`config.mk`:
```
export PLATFORM = sky130hd
export DESIGN_NAME = mcpu_irq
export DESIGN_NICKNAME = d
export VERILOG_FILES = /design/src/rtl/mcpu_irq.sv
export SDC_FILE = /design/constraint.sdc
export NUM_CORES = 1
export LEC_CHECK = 0
export BUFFER_PORTS_ARGS = -buffer_cell sky130_fd_sc_hd__buf_2
export CAP_MARGIN = 20
export CORE_MARGIN = 3
export CORE_UTILIZATION = 55
export DETAILED_ROUTE_END_ITERATION = 12
export PLACE_DENSITY = 0.81
export SLEW_MARGIN = 20
export SYNTH_ARGS = -nofsm -noshare
export SYNTH_HDL_FRONTEND = slang
export SYNTH_SLANG_ARGS = --single-unit
```
`constraint.sdc`:
```
create_clock -name clk_sys -period 2.43 [get_ports clk_sys]
set_input_delay 0.243 -clock clk_sys [delete_from_list [all_inputs] [get_ports clk_sys]]
set_output_delay 0.243 -clock clk_sys [all_outputs]
set_load 0.1 [all_outputs]
```
`src/rtl/mcpu_irq.sv`:
```
// mcpu_irq: CPU clock-enable generator and N-channel IRQ/NMI controller
// for 6502-class cores; board requests are synchronised, latched, masked.
module mcpu_irq #(
  parameter int CHANNELS = 4,
  parameter int CEN_DIV  = 32,
  parameter logic [CHANNELS-1:0] EDGE_MASK = '1,
  parameter logic [CHANNELS-1:0] NMI_MASK  = '0,
  parameter logic [CHANNELS-1:0] MASK_INIT = '1,
  localparam int IDW = (CHANNELS > 1) ? $clog2(CHANNELS) : 1
) (
  input  logic                clk_sys,
  input  logic                reset_n,
  input  logic                cen_run,
  input  logic [CHANNELS-1:0] src,
  input  logic [CHANNELS-1:0] ack,
  input  logic                mask_we,
  input  logic [CHANNELS-1:0] mask_din,
  output logic                cpu_cen,
  output logic                irq_n,
  output logic                nmi_n,
  output logic [CHANNELS-1:0] pending,
  output logic [CHANNELS-1:0] mask,
  output logic [IDW-1:0]      irq_id
);

  if (CHANNELS < 1 || CHANNELS > 16) begin : g_bad_channels
    $error("mcpu_irq: CHANNELS must be 1..16");
  end
  if (CEN_DIV < 2 || CEN_DIV > 256) begin : g_bad_cen_div
    $error("mcpu_irq: CEN_DIV must be 2..256");
  end

  localparam logic [7:0] LAST = 8'(CEN_DIV - 1);

  logic [7:0]          r_cnt;
  logic                r_cen;
  logic [CHANNELS-1:0] r_s1;
  logic [CHANNELS-1:0] r_s2;
  logic [CHANNELS-1:0] r_s3;
  logic [CHANNELS-1:0] r_pend;
  logic [CHANNELS-1:0] r_mask;
  logic                r_irq_n;
  logic                r_nmi_n;
  logic [IDW-1:0]      r_id;

  logic [7:0]          w_cnt_nxt;
  logic                w_cen_nxt;
  logic [CHANNELS-1:0] w_edge;
  logic [CHANNELS-1:0] w_pend_nxt;
  logic [CHANNELS-1:0] w_active;
  logic [CHANNELS-1:0] w_irq_act;
  logic [CHANNELS-1:0] w_nmi_act;
  logic [IDW-1:0]      w_id_nxt;

  assign w_edge    = r_s2 & ~r_s3;
  assign w_active  = r_pend & r_mask;
  assign w_irq_act = w_active & ~NMI_MASK;
  assign w_nmi_act = w_active & NMI_MASK;

  // Enable counter: advance and wrap while running, freeze otherwise
  always_comb begin
    w_cnt_nxt = r_cnt;
    if (cen_run) begin
      if (r_cnt == LAST) w_cnt_nxt = 8'd0;
      else               w_cnt_nxt = r_cnt + 8'd1;
    end
    w_cen_nxt = cen_run && (w_cnt_nxt == LAST);
  end

  // Pending next state: edge channels latch until ack, level channels follow
  always_comb begin
    w_pend_nxt = r_pend;
    for (int i = 0; i < CHANNELS; i++) begin
      if (EDGE_MASK[i]) begin
        if (ack[i])         w_pend_nxt[i] = 1'b0;
        else if (w_edge[i]) w_pend_nxt[i] = 1'b1;
      end else begin
        w_pend_nxt[i] = r_s2[i];
      end
    end
  end

  // Fixed priority: lowest-index active IRQ-class channel wins
  always_comb begin
    w_id_nxt = '0;
    for (int i = CHANNELS - 1; i >= 0; i--) begin
      if (w_irq_act[i]) w_id_nxt = IDW'(i);
    end
  end

  // Enable generator state
  always_ff @(posedge clk_sys or negedge reset_n) begin
    if (!reset_n) begin
      r_cnt <= 8'd0;
      r_cen <= 1'b0;
    end else begin
      r_cnt <= w_cnt_nxt;
      r_cen <= w_cen_nxt;
    end
  end

  // Two-flop synchroniser plus history flop for edge detection
  always_ff @(posedge clk_sys or negedge reset_n) begin
    if (!reset_n) begin
      r_s1 <= '0;
      r_s2 <= '0;
      r_s3 <= '0;
    end else begin
      r_s1 <= src;
      r_s2 <= r_s1;
      r_s3 <= r_s2;
    end
  end

  // Pending and mask registers
  always_ff @(posedge clk_sys or negedge reset_n) begin
    if (!reset_n) begin
      r_pend <= '0;
      r_mask <= MASK_INIT;
    end else begin
      r_pend <= w_pend_nxt;
      if (mask_we) r_mask <= mask_din;
    end
  end

  // Registered interrupt pins and vector id
  always_ff @(posedge clk_sys or negedge reset_n) begin
    if (!reset_n) begin
      r_irq_n <= 1'b1;
      r_nmi_n <= 1'b1;
      r_id    <= '0;
    end else begin
      r_irq_n <= ~|w_irq_act;
      r_nmi_n <= ~|w_nmi_act;
      r_id    <= w_id_nxt;
    end
  end

  assign cpu_cen = r_cen;
  assign irq_n   = r_irq_n;
  assign nmi_n   = r_nmi_n;
  assign pending = r_pend;
  assign mask    = r_mask;
  assign irq_id  = r_id;

endmodule

```
After elaboration in Yosys (flattened, before gate mapping) --
Index checks and enable logic that the tools add are counted.
Word-level totals: bits of input ports 16, register bits 32
Operators by class: reduce and logical (&&, ||, !) cells 7, add/subtract/negate cells 1, equality and inequality tests 2, mux-type cells 14, bitwise gates (word level) 3
Operator list (number):
- $eq 8x5->1 const B | 2
- $mux 8 | 2
- $add 8x1->8 const B | 1
- $and 4x4->4 | 2
- $mux 1 | 8
- $mux 2 | 4
- $reduce_bool 2->1 | 4
- $not 4->4 | 1
- $reduce_or 4->1 | 1
- $logic_and 1x1->1 | 1
- $logic_not 1->1 | 1

Logic depth before layout (Yosys ltp) --
depth after elaboration 5, depth in mapped cells 5

Worst setup path after synthesis --
No wires, ideal clock.
kind register to register, from reg r_pend[2], in the netlist pending[2], to reg r_id[0], in the netlist irq_id[0], buffers on the path 0, path slack 913 ps, required time 2270 ps, cell stages (with the launch flop) 4, arrival 1357 ps, period minus slack after synthesis 1517 ps, library setup time 160 ps, cell sequence dfrtp_1 > nand2_1 > a32oi_1 > a21oi_1
On the way: cells in the longest elaborated chain, start to end 4
RTL lines:
- from (decl) | RTL line 40 | logic [CHANNELS-1:0] r_pend;
- from (signal assigned) | RTL line 121 | r_pend <= w_pend_nxt;
- $and 4x4->4 | RTL line 56 | assign w_active = r_pend & r_mask;
- $mux 2 (3 in a row) | RTL line 87 | if (w_irq_act[i]) w_id_nxt = IDW'(i);
- named net w_id_nxt[0] | RTL line 53 | logic [IDW-1:0] w_id_nxt;
- to (signal assigned) | RTL line 135 | r_id <= w_id_nxt;
- to (decl) | RTL line 44 | logic [IDW-1:0] r_id;
The timed path passes the listed nets, and every way through them passes these cells. A chain may end at the register's enable or synchronous reset.

Final worst setup path --
from reg r_cnt[0], to reg r_cen, in the netlist cpu_cen
On the way: cells in the longest elaborated chain, start to end 5, elaborated cells on any way between the ends 6, classes of those cells 1 x add/sub; 2 x eq/ne; 2 x mux; 1 x reduce/logical
RTL lines:
- from (decl) | RTL line 35 | logic [7:0] r_cnt;
- from (signal assigned) | RTL line 97 | r_cnt <= w_cnt_nxt;
- $add 8x1->8 / $eq 8x5->1 (equally long branches) | RTL line 65, 64
- $mux 8 | RTL line 64 | if (r_cnt == LAST) w_cnt_nxt = 8'd0;
- $mux 8 * | RTL line 63 | if (cen_run) begin
- $eq 8x5->1 * | RTL line 67 | w_cen_nxt = cen_run && (w_cnt_nxt == LAST);
- $logic_and 1x1->1 * | RTL line 67
- named net w_cen_nxt | RTL line 47 | logic w_cen_nxt;
- to (signal assigned) | RTL line 98 | r_cen <= w_cen_nxt;
- to (decl) | RTL line 36 | logic r_cen;
Mark *: on every way through the listed nets, which the timed path passes. The rest lies on a longest branch.

==> results.txt <==
The flow ran to the end, and the final reports show no timing, DRC or antenna violations. By area the synthesized netlist is led by sky130_fd_sc_hd__dfrtp_1 54%, sky130_fd_sc_hd__dfstp_2 11%, sky130_fd_sc_hd__mux2_2 4.5%. The remaining antenna violation count after routing came out at 0. The post-DP HPWL is 1620 µm.

The post-route setup TNS came out at 0 ns. The post-synthesis cell count came out at 99. For met3 alone, demand over resource in global routing was 0.0845. The top-area cell type share of the netlist area came out at 0.545. The required time reported for the critical path endpoint is 2.67 ns.

The maximum clock insertion buffer count came out at 2. Dividing total power by cell area gives a power density of 949 mW/mm². The global-route track usage on met1 came out at 0.231. Setup repair after global routing left no endpoint under its margin.

After global routing, the most crowded layer is met2. The first-pass iteration count of the detailed router came out at 4. In this run the number of H-tree levels came out at 2. The finished layout holds 165 standard cells, fillers aside.

The netlist uses 33 different library cells. Measured against its own limit, the worst slew margin works out to 0.557. The design draws 1.45 mW. In this run the horizontal extent of the chip is 53.5 µm.

The count of buffers from port buffering came out at 27. Dividing the final minimum period by the clock period gives 0.700. The fraction of registers with async set or reset after synthesis came out at 1.00. The maximum number of pins on one net before global-route repair is 33. The critical path is of the reg2reg type. The initial utilization of the core area, before any placement, comes to 0.607. The sequential cell area fraction in the yosys report is 0.651.

The initialized floorplan defines 16 standard-cell rows. Along the worst path, the maximum fanout reaches 6. The first-pass GRT wire length is 3880 µm. The total via count in the routed design came out at 892.

The global routing usage on met2 came out at 0.324. The worst setup path is captured at a flip-flop. The overall die area is 0.00286 mm². Among all flip-flop cells after synthesis, the most frequent one is sky130_fd_sc_hd__dfrtp_1. The slew at the pin with the worst max-slew slack came out at 0.665 ns. The fraction of layout cells with a size suffix above 1 came out at 0.348. The clock-pin slew on the worst setup and hold paths is 0.10 ns. The first-iteration detailed-routing DRC count is 15. In this run, placement finished with an instance count of 152. The growth of design area from synthesis to finish is 23.5%. The global router's overall resource usage came out at 0.198. The warning count from the yosys run came out at 0. The antenna diode count came out at 0.

The highest ir drop seen on vdd is 653 µV. The post-layout minimum cycle time is 1.70 ns. The number of hold violations in the final report is 0. The number of max-slew violations in the final report is 0. The count of clock tree sinks came out at 32. On the final layout, the worst clock skew is 0.00279 ns. The count of boundary I/O pins is 29. The number of nets in the layout is 154.

The number of antenna violations at the first check in global routing is 0. The tree is rooted in a sky130_fd_sc_hd__clkbuf_4. The die height came out at 53.5 µm. The static leakage power came out at 0.728 nW. The worst setup path is launched from a flip-flop. The cell taking the most area after synthesis is sky130_fd_sc_hd__dfrtp_1.

The routability congestion estimate from global placement came out at 0.842. The post-synthesis sequential element count came out at 32. The clock tree from TritonCTS is done. The synthesized netlist net count came out at 116. Clock tree synthesis inserted a total of 5 buffers. The core box area is 0.00204 mm². The via count of the first global-routing pass came out at 888. The total of endpoints with negative setup slack in the final report is 0.

The number of synthesized flops with an enable pin came out at 0. The worst hold path belongs to the class in2reg. In the layout the commonest cells are 27 x sky130_fd_sc_hd__dfrtp_1, 27 x sky130_fd_sc_hd__buf_2, 8 x sky130_fd_sc_hd__nand2_1, 7 x sky130_fd_sc_hd__a21oi_1. For this run, design rule violations remaining after detail routing come to 0. The clock reaches the later pin of the worst-skew pair after 0.33 ns.

The via count normalized by instance count is 5.41. The mean instance size in the synthesized netlist is 12.5 µm². Max-cap violations in this run came to 0. The cell area after synthesis came out at 0.00124 mm².

The detailed-route wire length per cell is 13.8 µm. The overflow left after global routing is 0. Data on the critical path arrives at its endpoint at 1.94 ns. The routed wire length is 2270 µm. The achievable clock frequency is 588 MHz.
metal layers:
| metal | wire length, µm | up-vias |
|---|---|---|
| met5 | 0 | - |
| met4 | 27 | 0 |
| met3 | 164 | 7 |
| met2 | 1160 | 37 |
| met1 | 923 | 426 |
| li1 | - | 422 |
cells in the mapped netlist, types with 2 or more instances:
| master | instances |
|---|---|
| sky130_fd_sc_hd__dfrtp_1 | 27 |
| sky130_fd_sc_hd__nand2_1 | 8 |
| sky130_fd_sc_hd__a21oi_1 | 7 |
| sky130_fd_sc_hd__inv_1 | 6 |
| sky130_fd_sc_hd__nor2_1 | 6 |
| sky130_fd_sc_hd__dfstp_2 | 5 |
| sky130_fd_sc_hd__mux2_2 | 5 |
| sky130_fd_sc_hd__and2_1 | 3 |
| sky130_fd_sc_hd__o21ai_0 | 3 |
| sky130_fd_sc_hd__xnor2_1 | 3 |
| sky130_fd_sc_hd__nand3_1 | 2 |
| sky130_fd_sc_hd__or3_1 | 2 |
| sky130_fd_sc_hd__xor2_1 | 2 |
worst paths after layout:
check / start / end / slack (ns) / cells after the start
worst max-delay path: r_cnt[0]$_DFF_PN0_ / cpu_cen$_DFF_PN0_ / 0.73 / 5
worst min-delay path: ack[1] / pending[1]$_DFFE_PN0P_ / 0.05 / 2
worst max register to register: r_cnt[0]$_DFF_PN0_ / cpu_cen$_DFF_PN0_ / 0.73 / 5
worst min register to register: r_s1[1]$_DFF_PN0_ / r_s2[1]$_DFF_PN0_ / 0.36 / 0
max in group asynchronous: reset_n / pending[0]$_DFFE_PN0P_ / 1.53 / 2
min in group asynchronous: reset_n / pending[2]$_DFFE_PN0P_ / 0.48 / 2
through the flow:
| step | area, µm² | util | hold slack [ns] | worst slack [ns] |
|---|---|---|---|---|
| 6_report | 1530 | 0.750 | 0.0451 | 0.729 |
| 3_3_place_gp | 1400 | 0.686 | 0.304 | 0.901 |
| 3_5_place_dp | 1400 | 0.686 | 0.312 | 0.777 |
| 2_1_floorplan | 1240 | - | -0.0526 | 0.913 |
| 4_1_cts | 1520 | 0.745 | 0.00356 | 0.734 |
| 5_1_grt | 1530 | 0.750 | 0.0302 | 0.633 |
critical path, cell delays in order, from the launching register on:
cell and delay (ns):
sky130_fd_sc_hd__dfrtp_1 0.41, sky130_fd_sc_hd__ha_1 0.28, sky130_fd_sc_hd__and3_1 0.24, sky130_fd_sc_hd__nand2_1 0.09
sky130_fd_sc_hd__or3_1 0.33, sky130_fd_sc_hd__a311oi_2 0.26
registers in the layout, indices dropped and copies added (netlist names):
name,count
pending,4
r_s2,4
irq_id,2
r_cnt,8
irq_n,1
cpu_cen,1
r_s1,4
mask,4
r_s3,4
power breakdown:
group / internal [mW] / switching [mW] / total, mW
clock network: 0.214 / 0.180 / 0.394
registers: 0.609 / 0.0755 / 0.685
logic: 0.118 / 0.257 / 0.374
kinds of logic after synthesis:
logic type                 count (synthesis)  synth area share
DFF                                       32             0.651
and+or+nand+nor                           29             0.126
AOI/OAI and AO/OA                         19             0.105
buffers and inverters                      7            0.0242
xor gates and xnor gates                   5            0.0353
muxes                                      5            0.0454
adders and majority gates                  1            0.0101
other                                      1           0.00302
area by class of cell:
type                            instances  area [µm²]
Clock inverter                          3        42.5
Inverter                                6        22.5
Fill cell                             144         510
Multi-Input combinational cell         60         403
Timing Repair Buffer                   32         185
Clock buffer                            5        37.5
Tap cell                               27        33.8
Sequential cell                        32         807
timing repair:
item                                   in CTS  in global routing
hold buffers                                4                  1
resized for setup                           0                  0
setup buffers                               0                  0
endpoints found under the hold margin      30                  1
No activity file was read; power rests on OpenSTA's default activity.
